File: src/rtl/fb_sched_pkg.sv
// Shared definitions for the framebuffer draw scheduler.
// Holds the FSM state enumeration, default geometry/timing constants and a
// small saturating-increment helper used by the dropped-frame counter.
package fb_sched_pkg;

    typedef enum logic [1:0] {
        IDLE      = 2'd0,
        START     = 2'd1,
        DRAW      = 2'd2,
        WAIT_SWAP = 2'd3
    } sched_state_t;

    localparam int FB_N_REQ   = 4;
    localparam int FB_DW      = 8;
    localparam int FB_CW      = 10;
    localparam int FB_TO_W    = 20;
    localparam int FB_TIMEOUT = 400000;

    // Increment an 8-bit counter, holding at 255 instead of wrapping.
    function automatic logic [7:0] sat_inc8(input logic [7:0] v);
        logic [7:0] r;
        if (v == 8'hFF) begin
            r = 8'hFF;
        end else begin
            r = v + 8'd1;
        end
        return r;
    endfunction

endpackage

File: src/rtl/fb_draw_scheduler_phase_watchdog.sv
// Per-phase watchdog for the draw scheduler.
// Ports:
//   Clk, Reset_n : clock and asynchronous active-low reset
//   clear        : forces the counter back to zero (held while not drawing)
//   count        : advance the counter by one this cycle
//   expire       : high while the counter sits at TIMEOUT-1
// The counter stops at TIMEOUT-1, so it can never wrap.
module phase_watchdog
    import fb_sched_pkg::*;
#(
    parameter int TO_W    = FB_TO_W,
    parameter int TIMEOUT = FB_TIMEOUT
) (
    input  logic Clk,
    input  logic Reset_n,
    input  logic clear,
    input  logic count,
    output logic expire
);

    localparam logic [TO_W-1:0] LIMIT = TO_W'(TIMEOUT - 1);

    logic [TO_W-1:0] cnt_r;

    // Cycle counter for the current phase, saturating at the limit.
    always_ff @(posedge Clk or negedge Reset_n) begin
        if (!Reset_n) begin
            cnt_r <= {TO_W{1'b0}};
        end else if (clear) begin
            cnt_r <= {TO_W{1'b0}};
        end else if (count && (cnt_r != LIMIT)) begin
            cnt_r <= cnt_r + TO_W'(1);
        end
    end

    assign expire = (cnt_r == LIMIT);

endmodule

File: src/rtl/fb_draw_scheduler.sv
// Framebuffer draw scheduler.
// Owns the single framebuffer write port and the double-buffer swap. Each
// frame the requesters are run one at a time in painter's order (index 0
// first, N_REQ-1 last/on top); only the granted requester's writes reach the
// port. A swap is issued on the first frame_tick after the last pass ends.
// Ports:
//   Clk, Reset_n        : clock, asynchronous active-low reset
//   frame_tick          : one-cycle pulse at the start of vblank
//   enable              : gates the start of new frames
//   req_x/req_y/req_color/req_we : packed per-requester write bus
//   req_done            : per-requester "pass finished" pulse
//   start               : one-hot pulse, first cycle of a requester's pass
//   grant               : one-hot level while a requester owns the port
//   fb_x/fb_y/fb_color/fb_we     : registered framebuffer write port
//   buffer_using        : back-buffer index, toggles with swap
//   swap                : one-cycle pulse when buffer_using toggles
//   busy                : high while a frame is being drawn
//   dropped_frames      : saturating count of ticks that found drawing unfinished
//   overrun             : sticky per-requester watchdog flags
module fb_draw_scheduler
    import fb_sched_pkg::*;
#(
    parameter int N_REQ   = FB_N_REQ,
    parameter int DW      = FB_DW,
    parameter int CW      = FB_CW,
    parameter int TO_W    = FB_TO_W,
    parameter int TIMEOUT = FB_TIMEOUT
) (
    input  logic                Clk,
    input  logic                Reset_n,
    input  logic                frame_tick,
    input  logic                enable,
    input  logic [N_REQ*CW-1:0] req_x,
    input  logic [N_REQ*CW-1:0] req_y,
    input  logic [N_REQ*DW-1:0] req_color,
    input  logic [N_REQ-1:0]    req_we,
    input  logic [N_REQ-1:0]    req_done,
    output logic [N_REQ-1:0]    start,
    output logic [N_REQ-1:0]    grant,
    output logic [CW-1:0]       fb_x,
    output logic [CW-1:0]       fb_y,
    output logic [DW-1:0]       fb_color,
    output logic                fb_we,
    output logic                buffer_using,
    output logic                swap,
    output logic                busy,
    output logic [7:0]          dropped_frames,
    output logic [N_REQ-1:0]    overrun
);

    localparam int PW = (N_REQ > 1) ? $clog2(N_REQ) : 1;
    localparam logic [PW-1:0]    LAST_PHASE = PW'(N_REQ - 1);
    localparam logic [N_REQ-1:0] ONE_HOT0   = N_REQ'(1);

    localparam logic [1:0] ST_IDLE      = 2'(IDLE);
    localparam logic [1:0] ST_START     = 2'(START);
    localparam logic [1:0] ST_DRAW      = 2'(DRAW);
    localparam logic [1:0] ST_WAIT_SWAP = 2'(WAIT_SWAP);

    logic [1:0]       state_r;
    logic [1:0]       state_nx_s;
    logic [PW-1:0]    phase_r;
    logic [PW-1:0]    phase_nx_s;
    logic             is_draw_s;
    logic             done_hit_s;
    logic             expire_s;
    logic             phase_end_s;
    logic             swap_now_s;
    logic             drop_s;

    logic [N_REQ-1:0] start_r;
    logic [N_REQ-1:0] grant_r;
    logic [CW-1:0]    fb_x_r;
    logic [CW-1:0]    fb_y_r;
    logic [DW-1:0]    fb_color_r;
    logic             fb_we_r;
    logic             buffer_r;
    logic             swap_r;
    logic             busy_r;
    logic [7:0]       dropped_r;
    logic [N_REQ-1:0] overrun_r;

    assign is_draw_s   = (state_r == ST_DRAW);
    // Only the owner of the current phase can end it; stray done pulses are ignored.
    assign done_hit_s  = req_done[phase_r] & grant_r[phase_r];
    assign phase_end_s = is_draw_s & (done_hit_s | expire_s);

    phase_watchdog #(
        .TO_W    (TO_W),
        .TIMEOUT (TIMEOUT)
    ) u_watchdog (
        .Clk     (Clk),
        .Reset_n (Reset_n),
        .clear   (!is_draw_s),
        .count   (is_draw_s),
        .expire  (expire_s)
    );

    // Next-state logic: phase sequencing, swap decision and dropped-tick detection.
    always_comb begin
        state_nx_s = state_r;
        phase_nx_s = phase_r;
        swap_now_s = 1'b0;
        case (state_r)
            ST_IDLE: begin
                if (frame_tick && enable) begin
                    state_nx_s = ST_START;
                    phase_nx_s = {PW{1'b0}};
                end else begin
                    state_nx_s = ST_IDLE;
                end
            end
            ST_START: begin
                state_nx_s = ST_DRAW;
            end
            ST_DRAW: begin
                if (phase_end_s && (phase_r != LAST_PHASE)) begin
                    state_nx_s = ST_START;
                    phase_nx_s = phase_r + PW'(1);
                end else if (phase_end_s && frame_tick) begin
                    // Last pass finishing on a tick: that tick is the swap tick.
                    swap_now_s = 1'b1;
                    state_nx_s = enable ? ST_START : ST_IDLE;
                    phase_nx_s = {PW{1'b0}};
                end else if (phase_end_s) begin
                    state_nx_s = ST_WAIT_SWAP;
                end else begin
                    state_nx_s = ST_DRAW;
                end
            end
            ST_WAIT_SWAP: begin
                if (frame_tick) begin
                    swap_now_s = 1'b1;
                    state_nx_s = enable ? ST_START : ST_IDLE;
                    phase_nx_s = {PW{1'b0}};
                end else begin
                    state_nx_s = ST_WAIT_SWAP;
                end
            end
            default: begin
                state_nx_s = ST_IDLE;
                phase_nx_s = {PW{1'b0}};
            end
        endcase
        drop_s = frame_tick & ((state_r == ST_START) | is_draw_s) & ~swap_now_s;
    end

    // State, control outputs, write-port pipeline and status registers.
    always_ff @(posedge Clk or negedge Reset_n) begin
        if (!Reset_n) begin
            state_r    <= ST_IDLE;
            phase_r    <= {PW{1'b0}};
            start_r    <= {N_REQ{1'b0}};
            grant_r    <= {N_REQ{1'b0}};
            fb_x_r     <= {CW{1'b0}};
            fb_y_r     <= {CW{1'b0}};
            fb_color_r <= {DW{1'b0}};
            fb_we_r    <= 1'b0;
            buffer_r   <= 1'b0;
            swap_r     <= 1'b0;
            busy_r     <= 1'b0;
            dropped_r  <= 8'd0;
            overrun_r  <= {N_REQ{1'b0}};
        end else begin
            state_r <= state_nx_s;
            phase_r <= phase_nx_s;
            // START is a one-cycle gap with grant low; the pass's start pulse and
            // grant become visible together on the first DRAW cycle.
            start_r <= (state_r == ST_START) ? (ONE_HOT0 << phase_r) : {N_REQ{1'b0}};
            grant_r <= ((state_r == ST_START) || (is_draw_s && !phase_end_s))
                       ? (ONE_HOT0 << phase_r) : {N_REQ{1'b0}};
            fb_we_r    <= req_we[phase_r] & grant_r[phase_r];
            fb_x_r     <= req_x[phase_r*CW +: CW];
            fb_y_r     <= req_y[phase_r*CW +: CW];
            fb_color_r <= req_color[phase_r*DW +: DW];
            swap_r     <= swap_now_s;
            if (swap_now_s) begin
                buffer_r <= ~buffer_r;
            end
            busy_r <= (state_nx_s == ST_START) || (state_nx_s == ST_DRAW);
            if (drop_s) begin
                dropped_r <= sat_inc8(dropped_r);
            end
            if (is_draw_s && expire_s && !done_hit_s) begin
                overrun_r[phase_r] <= 1'b1;
            end
        end
    end

    assign start          = start_r;
    assign grant          = grant_r;
    assign fb_x           = fb_x_r;
    assign fb_y           = fb_y_r;
    assign fb_color       = fb_color_r;
    assign fb_we          = fb_we_r;
    assign buffer_using   = buffer_r;
    assign swap           = swap_r;
    assign busy           = busy_r;
    assign dropped_frames = dropped_r;
    assign overrun        = overrun_r;

endmodule

File: config.mk
export PLATFORM = sky130hd
export DESIGN_NAME = fb_draw_scheduler
export DESIGN_NICKNAME = d
export VERILOG_FILES = /design/src/rtl/fb_sched_pkg.sv /design/src/rtl/fb_draw_scheduler_phase_watchdog.sv /design/src/rtl/fb_draw_scheduler.sv
export SDC_FILE = /design/constraint.sdc
export NUM_CORES = 1
export LEC_CHECK = 0
export BUFFER_PORTS_ARGS = -buffer_cell sky130_fd_sc_hd__buf_2
export CAP_MARGIN = 40
export CORE_MARGIN = 10
export CORE_UTILIZATION = 43
export CTS_CLUSTER_DIAMETER = 50
export CTS_CLUSTER_SIZE = 25
export DETAILED_ROUTE_END_ITERATION = 7
export HOLD_SLACK_MARGIN = 0.06
export PLACE_DENSITY = 0.75
export SYNTH_ARGS = -nofsm -noshare
export SYNTH_HDL_FRONTEND = slang
export SYNTH_SLANG_ARGS = --single-unit
File: constraint.sdc
create_clock -name Clk -period 1.8 [get_ports Clk]
set_input_delay 0.18 -clock Clk [delete_from_list [all_inputs] [get_ports Clk]]
set_output_delay 0.18 -clock Clk [all_outputs]
set_load 0.1 [all_outputs]
==> run_summary.xml <==
<?xml version="1.0" encoding="UTF-8"?>
<metrics>
  <group name="outcome">
    <metric name="run_status" unit="">complete, but fails checks</metric>
    <metric name="violations" unit="">negative setup slack</metric>
  </group>
  <group name="place">
    <metric name="instance_count_after_placement_with_tap_cells_included" unit="">631</metric>
    <metric name="post_dp_area" unit="mm^2">0.00534</metric>
    <metric name="dpl.hpwl" unit="um">9960</metric>
    <metric name="globalplace.congestion" unit="">0.910</metric>
    <metric name="portBuffers" unit="">175</metric>
  </group>
  <group name="critical_path">
    <metric name="critPathLaunchType" unit="">register</metric>
    <metric name="crit_fanout" unit="">6</metric>
    <metric name="rrSetupSlack" unit="ps">-190</metric>
    <metric name="rr_startpoint" unit="">grant[2]</metric>
    <metric name="crit-reg2reg-capture" unit="">dropped_frames[7]</metric>
    <metric name="timing.reg2reg.worst_path_depth" unit="">5</metric>
    <metric name="critical_path_arrival" unit="ps">2230</metric>
    <metric name="worstSetupEndpointType" unit="">register</metric>
    <metric name="critPathKind" unit="">reg -&gt; reg</metric>
    <metric name="worst-endpoint-required" unit="ps">2040</metric>
  </group>
  <group name="clock_network">
    <metric name="level_count_of_the_clock_h_tree" unit="">3</metric>
    <metric name="clkTransAtPathRegs" unit="ps">90</metric>
    <metric name="cts_root_buffer" unit="">sky130_fd_sc_hd__clkbuf_8</metric>
    <metric name="tritoncts" unit="">done</metric>
    <metric name="max-clock-path-buffers" unit="">2</metric>
    <metric name="numCtsBuffers" unit="">9</metric>
    <metric name="tritoncts_num_sinks" unit="">76</metric>
    <metric name="clock_latency" unit="ps">360</metric>
  </group>
  <group name="floorplanning">
    <metric name="die_area" unit="mm^2">0.0136</metric>
    <metric name="io_pins" unit="">176</metric>
    <metric name="die_y" unit="um">117</metric>
    <metric name="row_count" unit="">35</metric>
    <metric name="design.core.area" unit="mm^2">0.00915</metric>
    <metric name="initial_core_util" unit="%">43.8</metric>
    <metric name="floorplan.die.width" unit="um">117</metric>
  </group>
  <group name="route">
    <metric name="routed_wl" unit="um">13300</metric>
    <metric name="drt_first_pass_iters" unit="">4</metric>
    <metric name="avgViaCountPerCell" unit="">5.39</metric>
    <metric name="route.vias.total" unit="">3584</metric>
    <metric name="route.detailed.drc" unit="">0</metric>
    <metric name="initialDrtViolationCount" unit="">205</metric>
    <metric name="drtAntennaViolNets" unit="">0</metric>
    <metric name="routedWlPerCell" unit="um">19.9</metric>
  </group>
  <group name="final_layout">
    <metric name="final-seq-area" unit="mm^2">0.00192</metric>
    <metric name="final_cell_count_no_fill" unit="">665</metric>
    <metric name="area_growth" unit="%">48.3</metric>
    <metric name="finish.instance_area" unit="mm^2">0.00595</metric>
    <metric name="number_of_inserted_filler_cells_in_the_final_layout" unit="">682</metric>
    <metric name="multi_input_comb_area" unit="mm^2">0.00217</metric>
    <metric name="design.final.nets" unit="">683</metric>
    <metric name="post_route_cells_drive_above_1_share" unit="%">60.6</metric>
  </group>
  <group name="min_path">
    <metric name="timing.hold.worst_path_depth" unit="">2</metric>
    <metric name="worstHoldPathType" unit="">in -&gt; reg</metric>
    <metric name="hold_start" unit="">req_color[28]</metric>
    <metric name="hold_end" unit="">fb_color[4]</metric>
  </group>
  <group name="power_and_ir_drop">
    <metric name="int_power" unit="uW">4220</metric>
    <metric name="sequential_share_of_power" unit="%">27.4</metric>
    <metric name="clock_power_share" unit="%">22.1</metric>
    <metric name="leakage" unit="uW">0.00283</metric>
    <metric name="switching_share" unit="%">46.1</metric>
    <metric name="post-layout-total-power" unit="uW">7840</metric>
    <metric name="peak_supply_drop" unit="uV">1340</metric>
    <metric name="power.density_cell_area" unit="mW/mm^2">1320</metric>
    <metric name="logic_gate_share_of_total_power" unit="%">50.5</metric>
    <metric name="netSwitchingPower" unit="uW">3620</metric>
  </group>
  <group name="sta">
    <metric name="timing.clock.skew" unit="ps">18.5</metric>
    <metric name="setup-tns-final" unit="ps">-1140</metric>
    <metric name="timing.final.max_slew_violations" unit="">0</metric>
    <metric name="fin_crit" unit="ps">1990</metric>
    <metric name="worst_pin_slew" unit="ps">534</metric>
    <metric name="rsz0062_at_grt" unit="">true</metric>
    <metric name="achievable-frequency" unit="MHz">504</metric>
    <metric name="timing_hold_violations_final" unit="">0</metric>
    <metric name="report.final.setup_viol" unit="">16</metric>
    <metric name="fin_ws" unit="ps">-185</metric>
    <metric name="finalCritPeriodShare" unit="%">110</metric>
    <metric name="max_slew_margin" unit="%">64.6</metric>
  </group>
  <group name="synthesis">
    <metric name="post_synth.cell_area_avg" unit="um^2">12.8</metric>
    <metric name="synth.net_count" unit="">449</metric>
    <metric name="ys_async_sr_fraction" unit="%">100</metric>
    <metric name="syn_area" unit="mm^2">0.00401</metric>
    <metric name="synth_edf_count" unit="">0</metric>
    <metric name="synthTopCellsByArea" unit="">sky130_fd_sc_hd__dfrtp_1, sky130_fd_sc_hd__mux4_2, sky130_fd_sc_hd__ha_1, sky130_fd_sc_hd__xor2_1, sky130_fd_sc_hd__nand2_1</metric>
    <metric name="synthDominantCellAreaShare" unit="%">47.4</metric>
    <metric name="fraction_of_the_yosys_area_taken_by_sequential_cells" unit="%">47.4</metric>
    <metric name="ys_seq_elements" unit="">76</metric>
    <metric name="yosysUniqueCellTypes" unit="">57</metric>
    <metric name="synth.largest_area_cell" unit="">sky130_fd_sc_hd__dfrtp_1</metric>
    <metric name="synthesis.instances" unit="">314</metric>
    <metric name="yosys.cell_count.top_type" unit="">sky130_fd_sc_hd__dfrtp_1</metric>
    <metric name="synthFlopType" unit="">sky130_fd_sc_hd__dfrtp_1</metric>
    <metric name="synth.cells.most_frequent" unit="">sky130_fd_sc_hd__dfrtp_1, sky130_fd_sc_hd__mux4_2, sky130_fd_sc_hd__nand2_1</metric>
    <metric name="ys.warnings.count" unit="">0</metric>
  </group>
  <group name="global_route">
    <metric name="grt_pass1_wl" unit="um">19300</metric>
    <metric name="gr-total-overflow" unit="">0</metric>
    <metric name="initial_antenna_violation_count" unit="">1</metric>
    <metric name="maximum_number_of_pins_on_one_net_before_global_route_repair" unit="">44</metric>
    <metric name="grt_use_total" unit="%">18.0</metric>
    <metric name="first_global_vias" unit="">3812</metric>
  </group>
  <group name="job">
    <metric name="cap_viol_max_count" unit="">0</metric>
  </group>
</metrics>
-- routing by layer --
layer,track usage [%],routed length [um]
met3,7.45,1090
met5,0,0
met1,20.2,4880
met4,4.12,265
met2,31.4,7020
-- power groups by stage --
stage / Clock [uW] / Combinational, uW / Sequential [uW]
after floorplan: 0 / 1100 / 3840
after global placement: 0 / 3600 / 2160
after detailed placement: 0 / 3670 / 2170
after CTS: 1740 / 3760 / 2140
after global routing: 1820 / 4170 / 2180
final: 1730 / 3960 / 2150
-- metrics by stage --
stage               worst slack, ps  hold WS [ps]  utilization (%)
global placement               -125           160             58.4
floorplan                      -261          -116                -
finish                         -185           131             65.0
global route                   -223           114             65.0
CTS                            -172           125             62.5
detailed placement             -192           170             58.4
-- cells in the final DEF, fill, tap and decap left out, types with 8 or more instances in the layout --
master	netlist	layout
sky130_fd_sc_hd__xor2_1	10	10
sky130_fd_sc_hd__dfrtp_1	76	66
sky130_fd_sc_hd__a21oi_1	14	10
sky130_fd_sc_hd__mux4_2	31	31
sky130_fd_sc_hd__buf_4	1	55
sky130_fd_sc_hd__inv_1	11	11
sky130_fd_sc_hd__dfrtp_2	0	8
sky130_fd_sc_hd__and2_1	12	11
sky130_fd_sc_hd__nand2_1	22	20
sky130_fd_sc_hd__ha_1	11	8
sky130_fd_sc_hd__nor2_1	17	16
sky130_fd_sc_hd__buf_2	5	174
sky130_fd_sc_hd__clkbuf_8	0	9
-- cell type report --
class	count	share of cell area, %
Multi-Input combinational cell	210	36.4
Sequential cell	76	32.3
Inverter	12	0.758
Tap cell	111	2.34
Antenna cell	1	0.0421
Clock inverter	6	2.31
Timing Repair Buffer	239	23.7
Clock buffer	10	2.15
-- registers in the layout (all words and copies together) (netlist names) --
| signal | flops |
|---|---|
| fb_color | 8 |
| grant | 4 |
| dropped_frames | 8 |
| fb_x | 10 |
| phase_r | 2 |
| u_watchdog.cnt_r | 20 |
| start | 4 |
| state_r | 2 |
| overrun | 4 |
| fb_y | 10 |
| fb_we | 1 |
| buffer_using | 1 |
| swap | 1 |
| busy | 1 |
-- how the worst max path moves through the flow --
stage               slack [ps]  startpoint                 to
floorplan                 -260    grant[3]  dropped_frames[7]
global placement          -120    grant[3]  dropped_frames[7]
detailed placement        -190    grant[3]  dropped_frames[7]
CTS                       -170    grant[2]  dropped_frames[7]
global route              -220    grant[2]  dropped_frames[7]
finish                    -190    grant[2]  dropped_frames[7]
-- critical path, stage by stage, from the launching register on --
cell,delay (ps)
sky130_fd_sc_hd__dfrtp_4,490
sky130_fd_sc_hd__mux4_2,520
sky130_fd_sc_hd__nand2_4,100
sky130_fd_sc_hd__o21ai_4,100
sky130_fd_sc_hd__a2111oi_4,330
sky130_fd_sc_hd__mux2_4,330
-- cell families after synthesis --
kind of cell	after synthesis	share of synthesized area [%]
simple gates	94	12.7
flops	76	47.4
compound gates	53	10.5
mux	39	19.9
buf+inv	28	3.24
xor+xnor	13	2.84
fa+ha+maj	11	3.43
-- what timing repair did --
action | CTS | global route
gates cloned | 0 | 0
buffers inserted | 4 | 12
gates resized for setup | 15 | 31
hold endpoints to repair | 33 | 0
hold buffers | 1 | 0
setup endpoints to repair | 20 | 32
pin swaps | 8 | 18
Note: power is estimated with default switching activity, not from simulation.
